### src/rtl/uart_rx_buffer.sv
// Receive FIFO behind the UART receiver: stores {broke, data} per frame, registered read
// port, sticky overflow flag and saturating framing-error counter.
module uart_rx_buffer #(
    parameter int DATA_W = 7,
    parameter int DEPTH  = 8,
    parameter int ERR_W  = 8
) (
    input  logic                       clk,
    input  logic                       rst,
    input  logic [DATA_W-1:0]          rx_data,
    input  logic                       rx_valid,
    input  logic                       rx_broke,
    input  logic                       rd_en,
    input  logic                       clr_stat,
    output logic [DATA_W-1:0]          rd_data,
    output logic                       rd_err,
    output logic                       rd_valid,
    output logic                       empty,
    output logic                       full,
    output logic [$clog2(DEPTH):0]     count,
    output logic                       overflow,
    output logic [ERR_W-1:0]           err_count
);

    localparam int PTR_W = $clog2(DEPTH);
    localparam int CNT_W = PTR_W + 1;

    logic [DATA_W:0]  mem [DEPTH];
    logic [PTR_W-1:0] wr_ptr;
    logic [PTR_W-1:0] rd_ptr;
    logic             rd_accept;
    logic             wr_accept;
    logic             drop;
    logic             err_event;

    assign empty = (count == '0);
    assign full  = (count == CNT_W'(DEPTH));

    // A read frees the slot in the same cycle, so a full FIFO still takes a write then.
    // Reads require a stored entry, which rules out fall-through when empty.
    assign rd_accept = rd_en && !empty;
    assign wr_accept = rx_valid && (!full || rd_accept);
    assign drop      = rx_valid && !wr_accept;
    assign err_event = rx_valid && rx_broke;

    always_ff @(posedge clk) begin
        if (wr_accept) begin
            mem[wr_ptr] <= {rx_broke, rx_data};
        end
    end

    always_ff @(posedge clk) begin
        if (rst) begin
            wr_ptr   <= '0;
            rd_ptr   <= '0;
            count    <= '0;
            rd_valid <= 1'b0;
            rd_data  <= '0;
            rd_err   <= 1'b0;
        end else begin
            rd_valid <= rd_accept;
            if (wr_accept) begin
                wr_ptr <= wr_ptr + PTR_W'(1);
            end
            if (rd_accept) begin
                {rd_err, rd_data} <= mem[rd_ptr];
                rd_ptr            <= rd_ptr + PTR_W'(1);
            end
            if (wr_accept && !rd_accept) begin
                count <= count + CNT_W'(1);
            end else if (rd_accept && !wr_accept) begin
                count <= count - CNT_W'(1);
            end
        end
    end

    // Clear takes priority over a same-cycle drop or framing error.
    always_ff @(posedge clk) begin
        if (rst || clr_stat) begin
            overflow  <= 1'b0;
            err_count <= '0;
        end else begin
            if (drop) begin
                overflow <= 1'b1;
            end
            if (err_event && (err_count != {ERR_W{1'b1}})) begin
                err_count <= err_count + ERR_W'(1);
            end
        end
    end

endmodule

### config.mk
export PLATFORM = sky130hd
export DESIGN_NAME = uart_rx_buffer
export DESIGN_NICKNAME = d
export VERILOG_FILES = /design/src/rtl/uart_rx_buffer.sv
export SDC_FILE = /design/constraint.sdc
export NUM_CORES = 1
export LEC_CHECK = 0
export CORE_MARGIN = 4
export CORE_UTILIZATION = 40
export CTS_BUF_LIST = sky130_fd_sc_hd__clkbuf_8
export CTS_CLUSTER_DIAMETER = 60
export DETAILED_ROUTE_END_ITERATION = 7
export GPL_TIMING_DRIVEN = 0
export SKIP_LAST_GASP = 1
export SLEW_MARGIN = 25
export SYNTH_ARGS = -nofsm -noshare
export SYNTH_HDL_FRONTEND = slang
export SYNTH_SLANG_ARGS = --single-unit
### constraint.sdc
create_clock -name clk -period 2.8 [get_ports clk]
set_input_delay 0.42 -clock clk [delete_from_list [all_inputs] [get_ports clk]]
set_output_delay 0.42 -clock clk [all_outputs]
set_load 0.02 [all_outputs]
**Word level (Yosys, flattened, before mapping)**

Memories as Yosys holds them, arrays and structs flattened. A register that Yosys moved wholly into a read port is not among the register bits.
Cells that the tools add are included.

- Bits in registers: 20
- RAM bits: 64
- Bits of input ports: 13
- Output and inout bits: 24
- Word-level logic and storage cells: 33
- Memories: 1

Memory list:

| memory | depth | bits a word | rd ports | clocked after memory_dff | wr ports | line | RTL |
|---|---|---|---|---|---|---|---|
| mem | 8 | 8 | 1 | 1 | 1 | 28 | `logic [DATA_W:0] mem [DEPTH];` |

- $add $sub $neg: 5
- Equal/unequal tests: 2
- Muxes and demuxes: 4
- Reduce and logical (&&, ||, !) cells: 15

Operator list:

| cell | count |
|---|---|
| $add A8 B1 Y8 const B | 1 |
| $mux W4 | 2 |
| $ne A8 B8 Y1 const B | 1 |
| $logic_and A1 B1 Y1 | 7 |
| $add A3 B1 Y3 const B | 2 |
| $add A4 B1 Y4 const B | 1 |
| $eq A4 B4 Y1 const B | 1 |
| $logic_not A1 Y1 | 4 |
| $logic_not A4 Y1 | 1 |
| $sub A4 B1 Y4 const B | 1 |
| $logic_or A1 B1 Y1 | 2 |
| $mux W1 | 2 |
| $reduce_bool A2 Y1 | 1 |

**Depth between registers and ports, before layout**

Gate-level depths: netlist (run 1).

- Word-level depth: 9
- Depth in mapped cells: 9
- Depth with buffers taken out: 9

**Worst setup path before layout (run 1)**

OpenSTA, ideal clock, no wires.

- Kind: register to register
- From: reg count[0]
- To: reg count[3]
- Setup time: 0.121 ns
- Arrival: 2.553 ns
- Data required time: 2.679 ns
- Path slack: 0.126 ns
- Stages on the path, launching flop included: 10
- Buffers on the path: 0
- Clock period less this slack: 2.674 ns
- Path through: dfxtp_1 -> or4b_4 -> o21a_4 -> ha_1 -> inv_1 -> ha_1 -> a21oi_1 -> a211oi_1 -> a31oi_1 -> mux2_2

- Cells in the longest elaborated chain, start to end: 8
- Elaborated cells between the ends (all ways): 16
- Those cells by class: add/sub (2); eq/ne (1); mux (2); reduce/logical (11)

RTL lines:

| item | line | RTL |
|---|---|---|
| start: declaration | 20 | `output logic [$clog2(DEPTH):0] count,` |
| start signal: assignment | 70 | `count <= count + CNT_W'(1);` |
| start signal: assignment | 72 | `count <= count - CNT_W'(1);` |
| $logic_not A4 Y1 | 36 | `assign empty = (count == '0);` |
| $logic_not A1 Y1 | 41 | `assign rd_accept = rd_en && !empty;` |
| $logic_and A1 B1 Y1 | 41 |  |
| $logic_or A1 B1 Y1 (*) | 42 | `assign wr_accept = rx_valid && (!full \|\| rd_accept);` |
| $logic_and A1 B1 Y1 (*) | 42 |  |
| named net wr_accept | 32 | `logic wr_accept;` |
| $logic_not A1 Y1 | 71 | `end else if (rd_accept && !wr_accept) begin` |
| $logic_and A1 B1 Y1 | 71 |  |
| $reduce_bool A2 Y1 (no line) | n/a |  |

The timed path passes the listed nets; every way through them passes the cells marked *. The select of a mux whose other input is x is not followed.
A chain may end at the register's enable or synchronous reset.

**Worst setup path in the final report (run 1)**

Same ends and word-level chain as after synthesis.

==> metrics.csv, run 1 <==
stage,metric,value,unit
die,rows,34,
yosys,synth_edf_count,64,
pwr,cellLeakagePower,1.44,nW
grt,grtUsageTotal,13.8,%
worst_setup_path,r2r_slack,0.15,ns
yosys,syn-cell-area,3650,um2
worst_setup_path,r2r_cells,9,
finish,drive_above_1_share,18.5,%
run,drv_cap,0,
die,die_y,104,um
timing,tightest_slew,0.952,ns
yosys,ys_types,43,
placed_design,detailed_place_hpwl,4.66,mm
routing,drt-vias-per-instance,5.15,
worst_setup_path,cp_max_fo,7,
grt,gr-total-overflow,0,
yosys,yosys_warnings,0,
worst_setup_path,criticalPathCategory,register to register,
clocking,htreeDepth,3,
routing,drc,0,
timing,skew,0.00962,ns
routing,drt-pass1-iter-count,4,
clocking,ctsHoldBuffers,0,
clocking,worstSkewPairLatency,0.35,ns
grt,gr-usage-met2,21.5,%
grt,grt_pass1_wl,11.3,mm
finish,final_area,4380,um2
worst_setup_path,crit_start,count[0],
placed_design,gp_congestion,0.741,
grt,grt_max_degree,18,
timing,fmax,377,MHz
die,die_w,104,um
status,status,finished clean,
timing,hold_viol,0,
routing,antenna_left,0,
yosys,synth_nets,258,
clocking,cts_buffer_depth,2,
clocking,tritoncts,built,
worst_setup_path,end_kind,register,
routing,first_iter_violations,110,
die,core,8810,um2
grt,grtUsageMet1,18.1,%
worst_setup_path,crit_path_start_kind,register,
worst_setup_path,critPathArrivalTime,2.89,ns
pwr,peakVddDrop,0.000307,V
yosys,ys_ff_latch,92,
die,start_util,41.5,%
yosys,synthArstFlopShare,0,%
routing,wl,6.88,mm
grt,met3_usage,4.10,%
clocking,cts_sinks,92,
die,num_io_pins,37,
die,die-area,10700,um2
finish,final_nets,307,
grt,grt_pass1_vias,2098,
clocking,cts.repair.resized,0,
clocking,cts_setup_buffers,0,
clocking,clockRootBuffer,clkbuf_8,
finish,syn_to_final_growth,20.0,%
timing,maxSlewViolCount,0,
pwr,p_per_area,817,nW/um2
worst_setup_path,rr_startpoint,count[0],
clocking,clkSlewWorstSetupHoldPaths,0.09,ns
finish,n_antenna_cell,0,
placed_design,postPlaceCellArea,4170,um2
timing,rsz0062_at_grt,no,
yosys,avgSynthCellArea,15.3,um2
yosys,synth_cells,238,
timing,finalSetupTns,0,ns
routing,wl_per_cell,17.2,um
timing,fin_crit_sh,94.7,%
worst_setup_path,crit_end,count[3],
worst_setup_path,crit_required,3.04,ns
placed_design,port_buffers,36,
clocking,cts_buffers,9,
grt,antenna_found_initial,0,
timing,min_period,2.65,ns
grt,grt_busiest_layer,met2,
timing,setup_violations,0,
yosys,synth_flop_cell,edfxtp_1,
timing,relSlewSlack,36.3,%
worst_hold_path,hold_class,register to register,
yosys,synth_seq_area_share,68.0,%
routing,vias,2058,
worst_setup_path,r2r-end,count[3],
-- how the worst min path moves through the flow --
stage              start         to  cells after the start
3_5_place_dp    overflow   overflow                      2
2_1_floorplan  rd_ptr[2]  rd_ptr[2]                      2
6_report        overflow   overflow                      2
4_1_cts         overflow   overflow                      2
3_3_place_gp    overflow   overflow                      2
5_1_grt         overflow   overflow                      2
-- synth_stat cells (all sizes together), types with 2 or more instances --
library cell  count  area share [%]
mux4             16             9.9
xnor2             4            0.96
a21oi             8             1.2
buf               6            0.92
clkbuf            4            0.41
nor2             32             3.3
nand4             2            0.34
o211ai            2            0.41
dfxtp            28              15
nand2             8            0.82
nand3             3            0.41
nor3             10             1.4
xor2              5             1.2
o22ai             8             1.4
o21a              2            0.62
inv               3            0.31
ha                6             2.1
o31ai             2            0.41
or4               2            0.41
nand2b            5             1.1
edfxtp           64              53
mux2i             3            0.82
o21ai             2            0.38
-- metal layers --
metal	routed length, um	share of wire [%]
met3	254	3.7
met1	3170	46
met4	96	1.4
met5	0	0
met2	3360	49
-- layout make-up --
cell class,instances,area [um2]
plain buffers,10,48.8
clock buffers,9,124
clock inverters,7,78.8
fillers,798,4420
inverters,3,11.3
multi-input cells,133,1120
flip-flops and latches,92,2490
well taps,108,135
repair buffers,38,375
-- cell families (layout without fill, tap and decap cells) --
family	after synthesis	count (layout)	synth area share, %
AND/OR/NAND/NOR	70	70	9.49
flip-flops	92	92	68.0
buffers and inverters	13	67	1.64
adder cells (fa/ha/maj)	7	7	2.60
multiplexers	20	20	11.0
AO/OA/AOI/OAI	27	27	5.11
XOR/XNOR	9	9	2.16
-- flip-flops by register name, summed over array words and instances (netlist names) --
| register | cells |
|---|---|
| overflow | 1 |
| rd_err | 1 |
| count | 4 |
| rd_data | 7 |
| rd_ptr | 3 |
| err_count | 8 |
| mem | 64 |
| wr_ptr | 3 |
| rd_valid | 1 |
-- report_power, final --
group	total (mW)	switching [mW]	leakage (nW)	internal, mW
Combinational	1.03	0.515	0.526	0.512
Sequential	1.65	0.0755	0.811	1.58
Clock	0.901	0.476	0.105	0.426
Total	3.58	1.07	1.44	2.52
-- through the flow --
| stage | hold slack, ns | total power [mW] | cells | setup slack [ns] | utilization (%) |
|---|---|---|---|---|---|
| 6_report | 0.480 | 3.58 | 400 | 0.147 | 49.8 |
| 5_1_grt | 0.502 | 3.80 | 400 | 0.00253 | 49.8 |
| 4_1_cts | 0.485 | 3.62 | 400 | 0.00378 | 49.7 |
| 3_5_place_dp | 0.462 | 2.72 | 384 | -0.0617 | 47.4 |
| 3_3_place_gp | 0.452 | 2.70 | 382 | -0.185 | 47.1 |
| 2_1_floorplan | 0.492 | 2.37 | 238 | 0.126 | - |
-- worst max-delay path, cell delays in order (launching register included) --
cell and delay, ns:
dfxtp_4 0.38, or4b_4 0.57, o21a_4 0.24, ha_1 0.20, inv_2 0.09, ha_1 0.27
a21oi_2 0.16, a211oi_1 0.09, a31oi_1 0.20, mux2_2 0.35
-- layout by cell type, fill, tap and decap left out, types with 2 or more instances in the layout --
| master | instances |
|---|---|
| nor2_1 | 32 |
| nand3_1 | 3 |
| nand2_1 | 8 |
| mux4_2 | 16 |
| ha_1 | 6 |
| edfxtp_1 | 64 |
| buf_4 | 4 |
| o211ai_1 | 2 |
| o31ai_1 | 2 |
| nand4_1 | 2 |
| a21oi_2 | 2 |
| a21oi_1 | 6 |
| o22ai_1 | 8 |
| buf_2 | 3 |
| dfxtp_1 | 26 |
| inv_1 | 2 |
| clkbuf_1 | 4 |
| clkbuf_8 | 9 |
| xnor2_1 | 4 |
| nand2b_1 | 3 |
| xor2_1 | 5 |
| nor3_2 | 2 |
| mux2i_1 | 3 |
| clkdlybuf4s50_1 | 36 |
| inv_6 | 4 |
| or4_1 | 2 |
| nor3_1 | 8 |
(Power assumes the default switching activity.)
==> run 2, diff against run 1 <==
--- a/config.mk
+++ b/config.mk
@@ -6,4 +6,5 @@
 export NUM_CORES = 1
 export LEC_CHECK = 0
+export ABC_AREA = 0
 export CORE_MARGIN = 4
 export CORE_UTILIZATION = 40
@@ -12,4 +13,5 @@
 export DETAILED_ROUTE_END_ITERATION = 7
 export GPL_TIMING_DRIVEN = 0
+export RECOVER_POWER = 100
 export SKIP_LAST_GASP = 1
 export SLEW_MARGIN = 25
==> constraint.sdc (replaced) <==
create_clock -name clk -period 2.8 [get_ports clk]
set_input_delay 0.7 -clock clk [delete_from_list [all_inputs] [get_ports clk]]
set_output_delay 0.7 -clock clk [all_outputs]
set_load 0.02 [all_outputs]
==> metrics.csv, run 2 (synthesized netlist as in run 1, its figures left out) <==
stage,metric,value,unit
status,status,finished clean,
clocking,cts_sinks,92,
placed_design,detailed_place_hpwl,4.66,mm
placed_design,gp_congestion,0.741,
timing,fin_crit_sh,95.2,%
timing,min_period,2.66,ns
grt,grtUsageMet1,18.1,%
clocking,worstSkewPairLatency,0.35,ns
routing,wl,6.97,mm
worst_setup_path,path_buf_inv,2,
timing,hold_viol,0,
clocking,clkSlewWorstSetupHoldPaths,0.09,ns
finish,largest_reg_flops,64,
worst_setup_path,criticalPathCategory,register to primary output,
worst_setup_path,crit_path_start_kind,register,
worst_setup_path,crit_required,2.10,ns
worst_setup_path,cp_slowest_stage_delay,0.59,ns
timing,fmax,375,MHz
grt,gr-usage-met2,21.5,%
clocking,tritoncts,built,
grt,met3_usage,4.10,%
grt,grt_pass1_vias,2098,
grt,gr-total-overflow,0,
finish,final_nets,307,
clocking,htreeDepth,3,
timing,hold_ws,0.472,ns
die,die-area,10700,um2
worst_setup_path,critPathArrivalTime,1.96,ns
worst_setup_path,cp_max_fo,7,
finish,post-route-util,49.8,%
pwr,p_per_area,816,nW/um2
pwr,cellLeakagePower,1.49,nW
worst_setup_path,crit_slowest_cell,clkdlybuf4s50_1,
die,num_io_pins,37,
die,rows,34,
finish,final_common_cell,edfxtp_1,
finish,n_antenna_cell,0,
run,drv_cap,0,
finish,max_flop_register,mem,
finish,final_cell_mix,"edfxtp_1 (64), nor2_1 (32), dlygate4sd3_1 (32), dfxtp_1 (25), mux4_2 (16)",
timing,maxSlewViolCount,0,
clocking,cts_buffers,9,
routing,first_iter_violations,123,
timing,setup_violations,0,
die,start_util,41.5,%
routing,drt-pass1-iter-count,4,
worst_setup_path,end_kind,primary output,
routing,drc,0,
finish,biggestRegsByFlops,"mem: 64 flops, err_count: 8 flops, rd_data: 7 flops",
clocking,cts_buffer_depth,2,
timing,rsz0062_at_grt,no,
routing,wl_per_cell,17.4,um
clocking,cts_setup_buffers,0,
pwr,peakVddDrop,0.000305,V
grt,grt_pass1_wl,11.3,mm
die,core,8810,um2
clocking,cts.repair.resized,0,
die,die_w,104,um
timing,skew,0.00978,ns
clocking,clockRootBuffer,clkbuf_8,
worst_setup_path,cp_top_family,buffers and inverters,
die,die_y,104,um
finish,drive_above_1_share,17.1,%
routing,antenna_left,0,
clocking,ctsHoldBuffers,0,
grt,grtUsageTotal,13.8,%
placed_design,port_buffers,36,
routing,drt-vias-per-instance,5.21,
timing,relSlewSlack,36.1,%
grt,antenna_found_initial,0,
routing,vias,2083,
timing,finalSetupTns,0,ns
timing,tightest_slew,0.955,ns
worst_setup_path,crit_path_cell_trace,or4b_4 > inv_1 > clkdlybuf4s50_1,
finish,fillers,796,
worst_hold_path,hold_class,register to register,
finish,syn_to_final_growth,20.0,%
grt,grt_max_degree,18,
grt,grt_busiest_layer,met2,
-- run 2: cell count changes in the layout (fill, tap and decap cells not counted), moves of 2 or more --
cell	previous run	this run
clkbuf_1	4	7
dlygate4sd3_1	0	32
buf_4	4	2
nor3_2	2	0
clkdlybuf4s50_1	36	4
nor3_1	8	10
-- run 2: final cells by class --
type                            count  area, um2  area share (%)
Multi-Input combinational cell    133       1130            25.7
Sequential cell                    92       2490            56.8
Tap cell                          108        135            3.08
Buffer                             10       47.5            1.09
Clock buffer                        9        124            2.83
Timing Repair Buffer               38        369            8.42
Inverter                            3       11.3           0.257
Clock inverter                      7       78.8            1.80
-- run 2: per-layer routing --
layer | vias to the layer above | part of all wire [%]
li1 | 1006 | -
met1 | 1038 | 45
met2 | 31 | 49
met3 | 8 | 4.5
met4 | 0 | 1.6
met5 | - | 0
-- run 2: worst register-to-register path, stage by stage, from the launching register on --
cell      delay, ns
dfxtp_4        0.38
or4b_4         0.57
o21a_4         0.24
ha_1           0.20
inv_2          0.11
ha_4           0.22
a21oi_2        0.14
a211oi_1       0.09
a31oi_1        0.20
mux2_2         0.35
-- run 2: path summary, 6_finish.rpt --
check / from / to / slack, ns / cells after the start
max: count[0] / full / 0.14 / 3
min: overflow / overflow / 0.47 / 2
max reg2reg: count[0] / count[3] / 0.19 / 9
min reg2reg: overflow / overflow / 0.47 / 2
-- run 2: power by group --
group / total [mW] / internal [mW] / switching [mW] / leakage (nW)
combinational: 1.01 / 0.492 / 0.521 / 0.574
clock: 0.905 / 0.426 / 0.479 / 0.105
sequential: 1.66 / 1.58 / 0.0780 / 0.811
total: 3.57 / 2.50 / 1.08 / 1.49
-- run 2: metrics by stage --
stage	instances	power, mW	setup WS [ns]	area, um2
finish	400	3.57	0.136	4380
floorplan	238	2.37	0.126	3650
CTS	400	3.62	0.00378	4370
detailed placement	384	2.72	-0.342	4170
global route	400	3.78	0.0553	4380
global placement	382	2.70	-0.465	4150
==> run 3, diff against run 2 <==
CTS_BUF_LIST = sky130_fd_sc_hd__clkbuf_2   (was sky130_fd_sc_hd__clkbuf_8)
==> metrics.csv, run 3 (synthesized netlist as in run 1, its figures left out) <==
stage,metric,value,unit
routing,drt-vias-per-instance,5.24,
clocking,ctsHoldBuffers,0,
grt,antenna_found_initial,1,
die,num_io_pins,37,
placed_design,detailed_place_hpwl,4.66,mm
finish,multi_input_area,1120,um2
finish,fillers,810,
finish,max_flop_register,mem,
clocking,tritoncts,built,
clocking,worstSkewPairLatency,0.54,ns
worst_setup_path,end_kind,primary output,
routing,first_iter_violations,120,
routing,wl_per_cell,17.4,um
timing,hold_viol,0,
grt,grtUsageTotal,13.7,%
grt,grt_pass1_vias,2091,
pwr,peakVddDrop,0.000272,V
worst_setup_path,r2r_slack,0.20,ns
finish,final_cell_mix,"edfxtp_1 (64), nor2_1 (32), dlygate4sd3_1 (32), dfxtp_1 (25), mux4_2 (16)",
finish,syn_to_final_growth,18.0,%
placed_design,postPlaceCellArea,4170,um2
clocking,htreeDepth,3,
status,status,finished clean,
placed_design,dp_cells,384,
worst_setup_path,r2r-end,count[3],
finish,seqCellArea,2490,um2
finish,drive_above_1_share,17.3,%
clocking,cts_buffer_depth,2,
timing,rsz0062_at_grt,no,
timing,skew,0.0283,ns
die,start_util,41.5,%
die,core,8810,um2
routing,wl,7.00,mm
timing,fin_crit_sh,92.8,%
timing,finalSetupTns,0,ns
placed_design,dp_worst_setup_slack,-0.342,ns
worst_setup_path,crit_path_start_kind,register,
clocking,cts_sinks,92,
worst_setup_path,r2r_cells,9,
finish,final_area,4310,um2
worst_setup_path,criticalPathCategory,register to primary output,
die,die_y,104,um
worst_setup_path,cp_max_fo,7,
worst_hold_path,holdPathStages,2,
pwr,cellLeakagePower,1.47,nW
worst_setup_path,rr_startpoint,count[0],
die,die-area,10700,um2
timing,relSlewSlack,38.9,%
finish,post-route-util,48.9,%
finish,final_nets,309,
clocking,cts_buffers,9,
worst_hold_path,hp-start,rd_data[1],
routing,drt-pass1-iter-count,4,
timing,maxSlewViolCount,0,
finish,fin_cells,403,
die,die_w,104,um
clocking,clkSlewWorstSetupHoldPaths,0.25,ns
clocking,clockRootBuffer,clkbuf_2,
placed_design,port_buffers,36,
worst_setup_path,critPathArrivalTime,1.90,ns
worst_setup_path,crit_required,2.10,ns
run,drv_cap,0,
routing,vias,2111,
timing,worst_slack,0.201,ns
timing,tightest_slew,0.914,ns
pwr,p_per_area,780,nW/um2
finish,largest_reg_flops,64,
routing,antenna_left,0,
placed_design,gp_congestion,0.741,
grt,gr-total-overflow,0,
finish,final_common_cell,edfxtp_1,
timing,min_period,2.60,ns
die,rows,34,
grt,grt_pass1_wl,11.3,mm
grt,grt_max_degree,18,
timing,setup_violations,0,
timing,fmax,385,MHz
worst_hold_path,hold_class,register to register,
routing,drc,0,
worst_hold_path,hold_end,rd_data[1],
finish,biggestRegsByFlops,"mem: 64 flops, err_count: 8 flops, rd_data: 7 flops",
run 3: changes by cell type in the layout (fill, tap and decap cells not counted), sizes merged:
cell           delta
dlygate4sd2       +1
buf               +3
diode             +1
clkbuf            -1
clkdlybuf4s50     -1
run 3: where the power goes:
part / total [mW] / switching [mW] / internal [mW]
Clock: 0.685 / 0.464 / 0.221
Sequential: 1.65 / 0.0733 / 1.58
Combinational: 1.02 / 0.526 / 0.497
run 3: worst max path at each step:
stage | startpoint | end | slack, ns | cells after the start
finish | count[0] | full | 0.20 | 3
global route | count[2] | count[3] | 0.05 | 9
global placement | rd_en | mem[0][3] | -0.46 | 4
floorplan | count[0] | count[3] | 0.13 | 9
CTS | count[0] | count[3] | 0.04 | 9
detailed placement | rd_en | count[3] | -0.34 | 10
run 3: stage by stage:
stage                     hold slack (ns)  total power, mW
after floorplan                     0.492             2.37
after global placement              0.452             2.70
after detailed placement            0.462             2.72
after CTS                           0.508             3.39
after global routing                0.528             3.57
final                               0.502             3.36
run 3: cell type report:
cell class / count / share of cell area, %
multi-input combinational: 133 / 26.0
antenna: 1 / 0.0581
buffer: 10 / 1.10
sequential: 92 / 57.8
clock buffer: 9 / 1.05
timing repair buffer: 40 / 8.86
tap: 108 / 3.14
inverter: 3 / 0.261
clock inverter: 7 / 1.83
run 3: per-layer routing:
metal / track usage [%] / wire length [um] / part of all wire (%) / vias up
met5: 0 / 0 / 0 / -
met4: 6.27 / 137 / 2.0 / 0
met3: 3.36 / 294 / 4.2 / 13
met2: 21.6 / 3420 / 49 / 36
met1: 18.0 / 3150 / 45 / 1048
li1: - / - / - / 1014
run 3: timing repair:
| item | 4_1_cts | 5_1_grt |
|---|---|---|
| endpoints found under the setup margin | 2 | 1 |
| setup buffers | 0 | 2 |
| pin swaps | 0 | 1 |
| resized for setup | 3 | 5 |
run 3: worst max-delay path, stage by stage (launching register included):
cell and delay (ns):
dfxtp_4 0.42, or4b_4 0.57, inv_1 0.07, dlygate4sd2_1 0.33
